$ cat src/rtl/hova_seq_pkg.sv
// hova_seq_pkg: shared state encoding and frame geometry for the Hovalaag sequencer
package hova_seq_pkg;
  typedef enum logic [1:0] {RST_HOLD, RUN, FETCH} state_e;
  localparam int NUM_STAGES = 10;
  localparam int NUM_CHUNKS = 6;
  localparam int CHUNK_W = 6;
  localparam int PC_STAGE = 7;
  localparam int OUT_STAGE = 0;
endpackage

$ cat src/rtl/hova_clk_gen.sv
// hova_clk_gen: slow TT clock with rise/fall pulses and low-side parking under gate
module hova_clk_gen #(
  parameter int HALF_PERIOD = 524288
) (
  input  logic clk12MHz,
  input  logic reset_n,
  input  logic gate_i,
  output logic tt_clk_o,
  output logic rise_o,
  output logic fall_o,
  output logic parked_o
);
  localparam int CW = HALF_PERIOD > 1 ? $clog2(HALF_PERIOD) : 1;
  logic [CW-1:0] cnt_q, cnt_d;
  logic clk_q, clk_d, park_q, park_d, tc;
  // toggle at terminal count; a gated rise holds the counter until the gate lifts, then restarts it
  always_comb begin
    tc = cnt_q == CW'(HALF_PERIOD - 1);
    rise_o = tc && !clk_q && !gate_i && !park_q;
    fall_o = tc && clk_q;
    park_d = tc && !clk_q && gate_i;
    cnt_d = park_d ? cnt_q : (tc ? '0 : cnt_q + 1'b1);
    clk_d = clk_q ^ (rise_o || fall_o);
  end
  // counter, clock and park registers
  always_ff @(posedge clk12MHz) begin
    if (!reset_n) begin
      cnt_q <= '0;
      clk_q <= 1'b0;
      park_q <= 1'b0;
    end else begin
      cnt_q <= cnt_d;
      clk_q <= clk_d;
      park_q <= park_d;
    end
  end
  assign tt_clk_o = clk_q;
  assign parked_o = park_q;
endmodule

$ cat src/rtl/hova_sequencer.sv
// hova_sequencer: fetches instructions and frames them onto the TT core in six 6-bit chunks
module hova_sequencer
  import hova_seq_pkg::*;
#(
  parameter int HALF_PERIOD = 524288,
  parameter int RESET_CLKS = 21
) (
  input  logic        clk12MHz,
  input  logic        reset_n,
  input  logic        run,
  input  logic        step,
  output logic [7:0]  instr_addr,
  output logic        instr_req,
  input  logic [31:0] instr_data,
  input  logic        instr_valid,
  output logic [7:0]  tt_in,
  input  logic [7:0]  tt_out,
  output logic [7:0]  pc,
  output logic [7:0]  out_value,
  output logic        out_valid,
  output logic [3:0]  stage,
  output logic        halted,
  output logic        stalled
);
  localparam int RW = $clog2(RESET_CLKS + 1);
  state_e state_q, state_d;
  logic tt_rst_n_q, tt_rst_n_d, out_valid_q, out_valid_d, req_q, req_d;
  logic sp_q, sp_d, first_q, first_d, pre_q, pre_d;
  logic [CHUNK_W-1:0] chunk_q, chunk_d;
  logic [7:0] pc_q, pc_d, out_q, out_d;
  logic [3:0] stage_q, stage_d;
  logic [RW-1:0] rc_q, rc_d;
  logic [31:0] instr_q, instr_d;
  logic tt_clk, rise, fall, parked, gate, start, done, xfer;
  hova_clk_gen #(.HALF_PERIOD(HALF_PERIOD)) u_clk (
    .clk12MHz(clk12MHz),
    .reset_n(reset_n),
    .gate_i(gate),
    .tt_clk_o(tt_clk),
    .rise_o(rise),
    .fall_o(fall),
    .parked_o(parked)
  );
  // next-state: reset hold, fetch handshake, stage sequencing and per-fall captures
  always_comb begin
    xfer = req_q && instr_valid;
    start = state_q != RST_HOLD && (pre_q || stage_q == 4'(NUM_STAGES - 1));
    done = state_q == RUN || xfer;
    gate = start && !(done && (run || sp_q));
    state_d = state_q;
    tt_rst_n_d = tt_rst_n_q;
    out_valid_d = 1'b0;
    req_d = req_q;
    sp_d = sp_q || (step && !run);
    first_d = first_q;
    pre_d = pre_q;
    chunk_d = chunk_q;
    pc_d = pc_q;
    out_d = out_q;
    stage_d = stage_q;
    rc_d = rc_q;
    instr_d = instr_q;
    if (state_q == RST_HOLD) begin
      if (rise) rc_d = rc_q + 1'b1;
      if (fall && rc_q == RW'(RESET_CLKS)) begin
        tt_rst_n_d = 1'b1;
        state_d = FETCH;
        req_d = 1'b1;
        pre_d = 1'b1;
      end
    end
    if (xfer) begin
      instr_d = instr_data;
      req_d = 1'b0;
      state_d = RUN;
    end
    if (rise && tt_rst_n_q) begin
      stage_d = start ? 4'd0 : stage_q + 4'd1;
      pre_d = start ? 1'b0 : pre_q;
      sp_d = start ? 1'b0 : sp_d;
    end
    if (fall && tt_rst_n_q) begin
      chunk_d = stage_q < 4'(NUM_CHUNKS) ? CHUNK_W'(instr_q >> (CHUNK_W * int'(stage_q))) : '0;
      if (stage_q == 4'(PC_STAGE)) begin
        pc_d = tt_out;
        state_d = FETCH;
        req_d = 1'b1;
      end
      if (stage_q == 4'(OUT_STAGE)) begin
        out_valid_d = !first_q;
        out_d = first_q ? out_q : tt_out;
        first_d = 1'b0;
      end
    end
  end
  // state registers
  always_ff @(posedge clk12MHz) begin
    if (!reset_n) begin
      state_q <= RST_HOLD;
      tt_rst_n_q <= 1'b0;
      out_valid_q <= 1'b0;
      req_q <= 1'b0;
      sp_q <= 1'b0;
      first_q <= 1'b1;
      pre_q <= 1'b0;
      chunk_q <= '0;
      pc_q <= '0;
      out_q <= '0;
      stage_q <= '0;
      rc_q <= '0;
      instr_q <= '0;
    end else begin
      state_q <= state_d;
      tt_rst_n_q <= tt_rst_n_d;
      out_valid_q <= out_valid_d;
      req_q <= req_d;
      sp_q <= sp_d;
      first_q <= first_d;
      pre_q <= pre_d;
      chunk_q <= chunk_d;
      pc_q <= pc_d;
      out_q <= out_d;
      stage_q <= stage_d;
      rc_q <= rc_d;
      instr_q <= instr_d;
    end
  end
  assign tt_in = {chunk_q[5:1], tt_rst_n_q ? chunk_q[0] : 1'b1, tt_rst_n_q, tt_clk};
  assign instr_addr = pc_q;
  assign instr_req = req_q;
  assign pc = pc_q;
  assign out_value = out_q;
  assign out_valid = out_valid_q;
  assign stage = stage_q;
  assign halted = parked && gate && done;
  assign stalled = parked && gate && !done;
endmodule

$ cat config.mk
export PLATFORM = sky130hd
export DESIGN_NAME = hova_sequencer
export DESIGN_NICKNAME = d
export VERILOG_FILES = /design/src/rtl/hova_seq_pkg.sv /design/src/rtl/hova_clk_gen.sv /design/src/rtl/hova_sequencer.sv
export SDC_FILE = /design/constraint.sdc
export NUM_CORES = 1
export LEC_CHECK = 0
export BUFFER_PORTS_ARGS = -buffer_cell sky130_fd_sc_hd__buf_2
export CORE_AREA = 2 2 119 75
export DETAILED_ROUTE_END_ITERATION = 7
export DIE_AREA = 0 0 121 77
export PLACE_DENSITY = 0.77
export SLEW_MARGIN = 30
export SYNTH_ARGS = -nofsm -noshare
export SYNTH_HDL_FRONTEND = slang
export SYNTH_HIERARCHICAL = 1
export SYNTH_SLANG_ARGS = --single-unit
$ cat constraint.sdc
create_clock -name clk12MHz -period 3.8 [get_ports clk12MHz]
set_clock_uncertainty 0.2 [all_clocks]
set_input_delay 0.38 -clock clk12MHz [delete_from_list [all_inputs] [get_ports clk12MHz]]
set_output_delay 0.38 -clock clk12MHz [all_outputs]
set_load 0.05 [all_outputs]
==> results of run 1 <==
-- layer usage --
| layer | part of all wire (%) | wire length, microns |
|---|---|---|
| met5 | 0 | 0 |
| met4 | 1.5 | 147 |
| met3 | 7.5 | 749 |
| met2 | 42 | 4200 |
| met1 | 49 | 4880 |
-- stage by stage --
step | cell area (sq um) | cells | worst slack, ns | total power, mW | utilization, %
final | 5040 | 661 | 0.553 | 1.92 | 61.3
after global routing | 5040 | 661 | 0.388 | 1.98 | 61.3
after CTS | 5040 | 661 | 0.581 | 1.93 | 61.3
after detailed placement | 4740 | 645 | 0.589 | 1.05 | 57.6
after global placement | 4740 | 645 | 0.825 | 1.05 | 57.6
after floorplan | 4370 | 486 | 0.313 | 1.02 | -
-- logic make-up after synthesis --
family	Yosys count	share of synthesized area, %
compound gates	103	16.9
buf+inv	52	6.21
fa+ha+maj	6	1.72
flops	92	42.1
xor+xnor	12	2.41
mux	30	6.87
simple gates	191	23.7
-- worst register-to-register path: cells and delay by family, from the launching register on --
| kind | cells | cell delay, ns |
|---|---|---|
| AO/OA/AOI/OAI | 2 | 0.40 |
| flip-flops | 1 | 0.67 |
| buffers and inverters | 1 | 0.15 |
| XOR/XNOR | 1 | 0.14 |
| adder cells (fa/ha/maj) | 1 | 0.22 |
| AND/OR/NAND/NOR | 6 | 1.35 |
-- cell type report --
class | count | share of cell area, %
clock buffers | 9 | 4.46
clock inverters | 7 | 1.49
inverters | 9 | 0.670
multi-input cells | 342 | 44.9
flip-flops and latches | 92 | 36.5
well taps | 112 | 2.78
repair buffers | 90 | 9.23
-- cells in the final DEF, fill, tap and decap left out, types with 3 or more instances in the layout --
cell type / instances
ha_1: 6
inv_1: 9
o21ai_1: 5
mux2i_1: 30
nand4_1: 10
or3_1: 3
a21boi_1: 6
xor2_1: 3
nor3_1: 11
nand2_1: 87
and2_1: 6
a21oi_1: 16
nor4_1: 5
o21ai_0: 6
dfxtp_1: 92
nor3b_1: 5
clkbuf_16: 9
o22ai_1: 6
nand3_1: 11
a31oi_1: 3
a221oi_1: 4
nor2b_1: 19
clkinv_4: 3
o211a_1: 3
and3_1: 5
buf_2: 84
xnor2_1: 9
a21boi_0: 36
buf_4: 6
o21a_1: 6
nor2_1: 5
-- power by group through the flow --
| stage | clock network, mW | registers [mW] | logic (mW) |
|---|---|---|---|
| 4_1_cts | 0.902 | 0.971 | 0.0580 |
| 6_report | 0.890 | 0.971 | 0.0579 |
| 3_3_place_gp | 0 | 0.992 | 0.0564 |
| 3_5_place_dp | 0 | 0.993 | 0.0575 |
| 5_1_grt | 0.941 | 0.971 | 0.0639 |
| 2_1_floorplan | 0 | 0.992 | 0.0275 |
-- state kept, by name (all words and copies together) (netlist names), 2 cells and up --
register / cells
out_value: 8
instr_addr: 8
chunk_q: 6
stage: 4
state_q: 2
u_clk/cnt_q: 19
rc_q: 5
instr_q: 32
-- final timing paths --
check / start / end / slack, ns / cells after the start
setup / recovery: stage[1] / rc_q[3] / 0.55 / 11
hold / removal: instr_data[11] / instr_q[11] / 0.08 / 3
setup reg to reg: stage[1] / rc_q[3] / 0.55 / 11
hold reg to reg: instr_q[10] / instr_q[10] / 0.26 / 2
==> out/summary.txt, run 1 <==
Outcome = complete, no violations
First-pass detailed-route iteration total = 5
Crit path time final = 3.25 ns
Hpwl dp = 7140 microns
N_diodes = 0
Register area share after synthesis = 42.1%
Asr flop ratio synth = 0%
Setup Fix Bufs, Post-CTS = 0
Internal power = 1.51 mW
Slowest CP cell = dfxtp_1
Final period util = 85.4%
Die Y = 77 microns
Switching power = 0.408 mW
Multi-input gate area = 0.00226 sq mm
CTS root buf = clkbuf_16
Synth area leaders = dfxtp_1 42%, nand2_1 7.5%, mux2i_1 6.9%
Clk sink count = 92
Post-route ant nets = 0
Syn_nets = 537
Area delta synth->final = 15.4%
Startpoint types = flip-flop
Largest net degree at the start of global routing = 58
# fillers = 706
Initial DRC count = 332
Max Cap Viol = 0
Port buffer count = 84
Final hold slack = 0.0822 ns
Clock buffer depth = 2
GRT overflow = 0
RSZ-0062 raised after global routing = false
# nets final = 595
Global-route wire length before repair = 16300 microns
CP Data Arrival Time = 3.28 ns
Gr usage total = 22.0%
CTS tree = yes
Yosys reg bits = 92
Top-area cell type share of the netlist area = 42.1%
Setup TNS = 0 ns
Mapped Cells = 486
Buffers & Inverters on Critical Path = 1
Slew Limit Headroom = 39.5%
Logic gate share of total power = 3.0%
Post-synth top cells = 92 x dfxtp_1, 87 x nand2_1, 36 x a21boi_0
Avg Inst Size Synth = 8.99 sq um
Final Setup Violations = 0
Required @ worst endpoint = 3.83 ns
Via count = 3695
CTS buffer count = 9
Worst path cell trace = inv_1 > ha_1 > and3b_1 > o22ai_2 > a21oi_1 > nor3_1 > and3_1 > nor3b_2 > nand4_1 > xnor2_1 > and2_1
Hold Vio Cnt, Final = 0
Reg clk slew, reported paths = 0.06 ns
Die ar. = 0.00932 sq mm
Leakage = 1.98 nW
Routability Congestion = 0.858
Most common cell in the netlist = dfxtp_1
Achievable clock frequency = 0.308 GHz
Cts repair resizes = 0
Peak supply drop = 0.249 mV
Initial core utilization = 53.1%
Mapped Area = 0.00437 sq mm
CTS Hold Bufs = 0
Vias in the first global route = 3395
Drt wl/cell = 15.1 microns
Cell family with most CP delay = simple AND/OR/NAND/NOR gates
Row Count = 26
Htree depth = 3
Met1 GRT Util = 31.5%
Worst-margin pin slew = 0.900 ns
Sw frac = 21.3%
Sequential Power Share = 50.6%
Yosys top cell by area = dfxtp_1
Hold Path Class = input pin to flip-flop
Ratio of cells with drive above 1 in the final layout = 22.2%
Vias/cell = 5.59
M3 GR Usage = 4.91%
YS warnings = 6
Antenna violations before repair = 0
Clk Latency, worst-skew pair = 0.34 ns
WS Path Type = flip-flop to flip-flop
Endpoint type of the worst setup path = flip-flop
Met2 usage = 32.8%
CORE AREA = 0.00823 sq mm
Post-synth EDFFs = 0
Main synth FF type = dfxtp_1
Grt peak-use layer = met2
Clock share of power = 46.4%
Routed Wire Length = 9980 microns
Unique masters post-synth = 59
FF+latch area = 0.00184 sq mm
CP max FO = 14
Die width = 121 microns
Max stage delay on crit path = 0.67 ns
Max-slew violations = 0
Drc violations = 0
Top Ports = 85
Cell Pwr Density = 380 mW/mm^2
No activity file was read; power rests on OpenSTA's default activity.
==> run 2, diff against run 1 <==
CELL_PAD_IN_SITES_DETAIL_PLACEMENT = 0   (was default)
CELL_PAD_IN_SITES_GLOBAL_PLACEMENT = 1   (was default)
CORE_AREA = 2 2 137 85   (was 2 2 119 75)
DIE_AREA = 0 0 139 87   (was 0 0 121 77)
PLACE_DENSITY = default   (was 0.77)
PLACE_DENSITY_LB_ADDON = 0.1   (was default)
==> out/summary.txt, run 2 (same netlist as run 1, synthesis figures left out) <==
Crit path time final = 3.25 ns (-0.0000990 ns)
Hold Vio Cnt, Final = 0 (unchanged)
Achievable clock frequency = 0.308 GHz (about the same)
Startpoint types = flip-flop
Final hold slack = 0.0923 ns (+0.0100 ns)
Max-slew violations = 0 (unchanged)
Required @ worst endpoint = 3.82 ns (about the same)
Largest net degree at the start of global routing = 50 (-14%)
Initial DRC count = 204 (-39%)
Top Ports = 85 (unchanged)
Global-route wire length before repair = 16900 microns (+3.9%)
Port buffer count = 84 (unchanged)
CORE AREA = 0.0110 sq mm (+33%)
Vias in the first global route = 3180 (-6.3%)
CTS buffer count = 9 (unchanged)
Ratio of cells with drive above 1 in the final layout = 22.8% (+0.56 points)
Clk Latency, worst-skew pair = 0.33 ns (about the same)
Initial core utilization = 39.9% (-13 points)
RSZ-0062 raised after global routing = false
Cell Pwr Density = 410 mW/mm^2 (+7.8%)
First-pass detailed-route iteration total = 4 (-1)
CTS Hold Bufs = 0 (unchanged)
Endpoint type of the worst setup path = flip-flop
Largest reg by FF count = instr_q
Hold Path Class = input pin to flip-flop
Hold Path Depth = 3 (unchanged)
Clock share of power = 51.5% (+5.1 points)
Reg clk slew, reported paths = 0.07 ns (about the same)
Row Count = 30 (+15%)
Post-route ant nets = 0 (unchanged)
Area delta synth->final = 18.6%
Max reg flops = 32 (unchanged)
Vias/cell = 5.04 (-9.8%)
Final period util = 85.4% (about the same)
Hpwl dp = 7400 microns (+3.6%)
Setup TNS = 0 ns (unchanged)
Commonest non-fill, non-tap cell in the layout = dfxtp_1
Most frequent cells in the layout = 92 x dfxtp_1, 87 x nand2_1, 84 x buf_2, 36 x a21boi_0, 30 x mux2i_1
Outcome = complete, no violations
Place WS = 0.576 ns (-0.0131 ns)
Die ar. = 0.0121 sq mm (+30%)
Peak supply drop = 0.238 mV (-4.5%)
Routability Congestion = 0.839 (-2.2%)
Routed Wire Length = 10400 microns (+4.0%)
Max Cap Viol = 0 (unchanged)
CP Data Arrival Time = 3.27 ns (about the same)
Antenna violations before repair = 0 (unchanged)
Post-Layout Inst Area = 0.00518 sq mm (+2.8%)
Setup Fix Bufs, Post-CTS = 0 (unchanged)
N_diodes = 0 (unchanged)
CTS tree = yes
Internal power = 1.71 mW (+13%)
Min setup slack post-route = 0.553 ns (+0.0000990 ns)
Largest regs = instr_q x32, u_clk/cnt_q x19
Slew Limit Headroom = 35.7% (-3.8 points)
Gr usage total = 17.7% (-4.3 points)
Drc violations = 0 (unchanged)
FF-to-FF End = rc_q[3]
Sequential Power Share = 45.7% (-4.9 points)
Die Y = 87 microns (+13%)
Placed instance area = 0.00481 sq mm (+1.5%)
Drt wl/cell = 14.9 microns (-1.4%)
Hold Path Origin = instr_data[31]
Switching power = 0.413 mW (+1.3%)
CTS root buf = clkbuf_16
WHS Endpoint = instr_q[31]
Final Setup Violations = 0 (unchanged)
Via count = 3516 (-4.8%)
Htree depth = 3 (unchanged)
Worst-margin pin slew = 0.957 ns (+0.0567 ns)
Cts repair resizes = 0 (unchanged)
# nets final = 599 (+0.67%)
Logic gate share of total power = 2.9% (about the same)
Clk sink count = 92 (unchanged)
FF-to-FF Start = stage[1]
Leakage = 2.03 nW (+2.4%)
Clock buffer depth = 2 (unchanged)
Reg2Reg Depth = 11 (unchanged)
R2R setup slack = 0.55 ns (about the same)
Sw frac = 19.4% (-1.8 points)
WS Path Type = flip-flop to flip-flop
GRT overflow = 0 (unchanged)
Die width = 139 microns (+15%)
CP max FO = 14 (unchanged)
-- run 2: cell count changes in the layout (fill, tap and decap cells not counted) --
cell | previous run | this run
buf_4 | 6 | 10
bufinv_16 | 1 | 4
clkinv_2 | 2 | 0
clkinv_4 | 3 | 0
clkinvlp_4 | 0 | 1
inv_6 | 1 | 2
-- run 2: worst max-delay path by stage --
stage	from	endpoint	slack [ns]	depth (start not counted)
2_1_floorplan	stage[1]	halted	0.31	6
3_3_place_gp	stage[1]	rc_q[3]	0.74	11
3_5_place_dp	stage[1]	rc_q[3]	0.58	11
4_1_cts	stage[1]	rc_q[3]	0.56	11
5_1_grt	stage[1]	rc_q[3]	0.20	11
6_report	stage[1]	rc_q[3]	0.55	11
-- run 2: power groups by stage --
stage	registers [mW]	logic [mW]	clock network [mW]
2_1_floorplan	0.992	0.0275	0
3_3_place_gp	0.992	0.0605	0
3_5_place_dp	0.992	0.0609	0
4_1_cts	0.970	0.0611	1.12
5_1_grt	0.970	0.0662	1.16
6_report	0.971	0.0609	1.09
-- run 2: critical path, cell delays in order, from the launching register on --
cell and delay (ns):
dfxtp_1 0.70, inv_1 0.15, ha_1 0.21, and3b_1 0.18, o22ai_2 0.29, a21oi_1 0.10
nor3_1 0.16, and3_1 0.27, nor3b_2 0.43, nand4_1 0.17, xnor2_1 0.14, and2_1 0.14
-- run 2: area by class of cell --
class | count | area, sq um
clock buffer | 9 | 225
clock inverter | 7 | 145
fill | 1094 | 5780
inverter | 9 | 33.8
multi-input combinational | 342 | 2260
sequential | 92 | 1840
tap | 144 | 180
timing repair buffer | 94 | 495
-- run 2: per-stage QoR --
stage               total power, mW  util (%)  instances
CTS                            2.15      47.3        697
global placement               1.05      43.9        681
finish                         2.13      47.3        697
detailed placement             1.05      43.9        681
floorplan                      1.02         -        486
global route                   2.20      47.3        697
-- run 2: per-layer routing --
layer	GRT usage (%)	up-vias	wire (microns)
met4	4.13	0	42
li1	-	1822	-
met3	5.11	2	459
met5	0	-	0
met2	22.5	75	3790
met1	28.3	1617	6070
==> run 3, diff against run 2 <==
clock period = 3.5 ns   (was 3.8 ns; I/O delays follow)
==> out/summary.txt, run 3 (same netlist as run 1, synthesis figures left out) <==
Clock share of power = 48.5% (-3.0 points)
Global-route wire length before repair = 17100 microns (+1.1%)
Outcome = complete, no violations
Clock buffer depth = 2 (unchanged)
Sw frac = 20.4% (+1.0 points)
Vias in the first global route = 3243 (+2.0%)
Required @ worst endpoint = 3.53 ns (-0.29 ns)
Hold Path Origin = instr_data[31]
Startpoint types = flip-flop
Hpwl dp = 7700 microns (+4.1%)
Die width = 139 microns (unchanged)
R2R setup slack = 0.41 ns (-0.15 ns)
Reg clk slew, reported paths = 0.07 ns (about the same)
Drt wl/cell = 15.2 microns (+2.5%)
Leakage = 2.02 nW (-0.48%)
# nets final = 600 (+0.17%)
Vias/cell = 5.14 (+1.8%)
CTS root buf = clkbuf_16
Slowest CP cell = or3_1
WHS Endpoint = instr_q[31]
Worst path cell trace = nand4_1 > nor4_1 > and3_1 > nand2_2 > or3_1 > mux2i_1 > nor2b_1
Die Y = 87 microns (unchanged)
Largest reg by FF count = instr_q
Gr usage total = 17.9% (+0.19 points)
Switching power = 0.444 mW (+7.5%)
Buffers & Inverters on Critical Path = 0 (-1)
Area delta synth->final = 17.8%
RSZ-0062 raised after global routing = false
GRT overflow = 0 (unchanged)
Cell Pwr Density = 422 mW/mm^2 (+3.0%)
Hold Vio Cnt, Final = 0 (unchanged)
Sequential Power Share = 48.5% (+2.8 points)
Ratio of cells with drive above 1 in the final layout = 22.7% (-0.041 points)
Cell family with most CP delay = simple AND/OR/NAND/NOR gates
Max reg flops = 32 (unchanged)
WS Path Type = flip-flop to flip-flop
Initial DRC count = 192 (-5.9%)
CTS tree = yes
Clk Latency, worst-skew pair = 0.34 ns (about the same)
CP max FO = 14 (unchanged)
Slew Limit Headroom = 34.7% (-1.0 points)
Design Power = 2.17 mW (+2.2%)
Max Cap Viol = 0 (unchanged)
FF-to-FF Start = u_clk/cnt_q[10]
Min setup slack post-route = 0.405 ns (-0.148 ns)
Largest regs = instr_q x32, u_clk/cnt_q x19
Setup TNS = 0 ns (unchanged)
Crit path time final = 3.09 ns (-0.152 ns)
Via count = 3585 (+2.0%)
Initial core utilization = 39.9% (unchanged)
Achievable clock frequency = 0.323 GHz (+4.9%)
Reg2Reg Depth = 7 (-4)
Hold Path Class = input pin to flip-flop
Final hold slack = 0.0524 ns (-0.0399 ns)
Drc violations = 0 (unchanged)
Post-route ant nets = 0 (unchanged)
Place WS = 0.427 ns (-0.149 ns)
Logic gate share of total power = 3.0% (about the same)
Antenna violations before repair = 0 (unchanged)
Largest net degree at the start of global routing = 35 (-30%)
Setup Fix Bufs, Post-CTS = 0 (unchanged)
Htree depth = 3 (unchanged)
Final Setup Violations = 0 (unchanged)
Max stage delay on crit path = 0.68 ns (-0.02 ns)
Max-slew violations = 0 (unchanged)
Final period util = 88.4% (+3.0 points)
CTS Hold Bufs = 0 (unchanged)
CTS buffer count = 9 (unchanged)
Die ar. = 0.0121 sq mm (unchanged)
Clk sink count = 92 (unchanged)
First-pass detailed-route iteration total = 5 (+1)
Worst-margin pin slew = 0.972 ns (+0.0150 ns)
Top Ports = 85 (unchanged)
Most frequent cells in the layout = 92 x dfxtp_1, 87 x nand2_1, 84 x buf_2, 36 x a21boi_0, 30 x mux2i_1
Routability Congestion = 0.820 (-2.3%)
Hold Path Depth = 3 (unchanged)
Row Count = 30 (unchanged)
N_diodes = 0 (unchanged)
# fillers = 1087 (-0.64%)
Peak supply drop = 0.230 mV (-3.3%)
FF-to-FF End = instr_addr[7]
Internal power = 1.73 mW (+0.96%)
CORE AREA = 0.0110 sq mm (unchanged)
Cts repair resizes = 0 (unchanged)
Routed Wire Length = 10600 microns (+2.6%)
Endpoint type of the worst setup path = flip-flop
Commonest non-fill, non-tap cell in the layout = dfxtp_1
CP Data Arrival Time = 3.12 ns (-0.15 ns)
Port buffer count = 84 (unchanged)
-- run 3: worst max path at each step --
stage          slack [ns]  cells after the start             from             to
6_report             0.41                      7  u_clk/cnt_q[10]  instr_addr[7]
5_1_grt              0.12                      7  u_clk/cnt_q[10]  instr_addr[6]
4_1_cts              0.40                      7  u_clk/cnt_q[10]  instr_addr[7]
3_5_place_dp         0.43                      7  u_clk/cnt_q[10]  instr_addr[7]
3_3_place_gp         0.63                      7  u_clk/cnt_q[10]  instr_addr[7]
2_1_floorplan        0.04                      6         stage[1]         halted
-- run 3: metrics by stage --
| stage | instance area, sq um | instances | util, % |
|---|---|---|---|
| final | 5150 | 698 | 47.0 |
| after global routing | 5150 | 698 | 47.0 |
| after CTS | 5150 | 698 | 47.0 |
| after detailed placement | 4820 | 682 | 44.0 |
| after global placement | 4820 | 682 | 44.0 |
| after floorplan | 4370 | 486 | - |
-- run 3: power by group through the flow --
stage / logic [mW] / registers [mW] / clock network (mW)
6_report: 0.0652 / 1.05 / 1.05
5_1_grt: 0.0709 / 1.05 / 1.12
4_1_cts: 0.0655 / 1.05 / 1.08
3_5_place_dp: 0.0652 / 1.08 / 0
3_3_place_gp: 0.0650 / 1.08 / 0
2_1_floorplan: 0.0299 / 1.08 / 0
-- run 3: cell type report --
cell class	instances	area [sq um]	area share, %
Tap cell	144	180	3.50
Clock buffer	10	239	4.64
Inverter	9	33.8	0.656
Clock inverter	6	87.6	1.70
Multi-Input combinational cell	342	2260	43.9
Timing Repair Buffer	95	503	9.77
Sequential cell	92	1840	35.8
-- run 3: tightest hold or removal path, stage by stage --
cell and delay, ns:
buf_2 0.09, nand2_1 0.04, a21boi_0 0.06
-- run 3: routing by layer --
layer | global-route usage [%] | up-vias | routed length [microns] | share of wire, %
li1 | - | 1826 | - | -
met5 | 0 | - | 0 | 0
met3 | 5.00 | 9 | 531 | 5.0
met4 | 3.86 | 0 | 84 | 0.79
met1 | 28.2 | 1663 | 6180 | 58
met2 | 23.5 | 87 | 3850 | 36
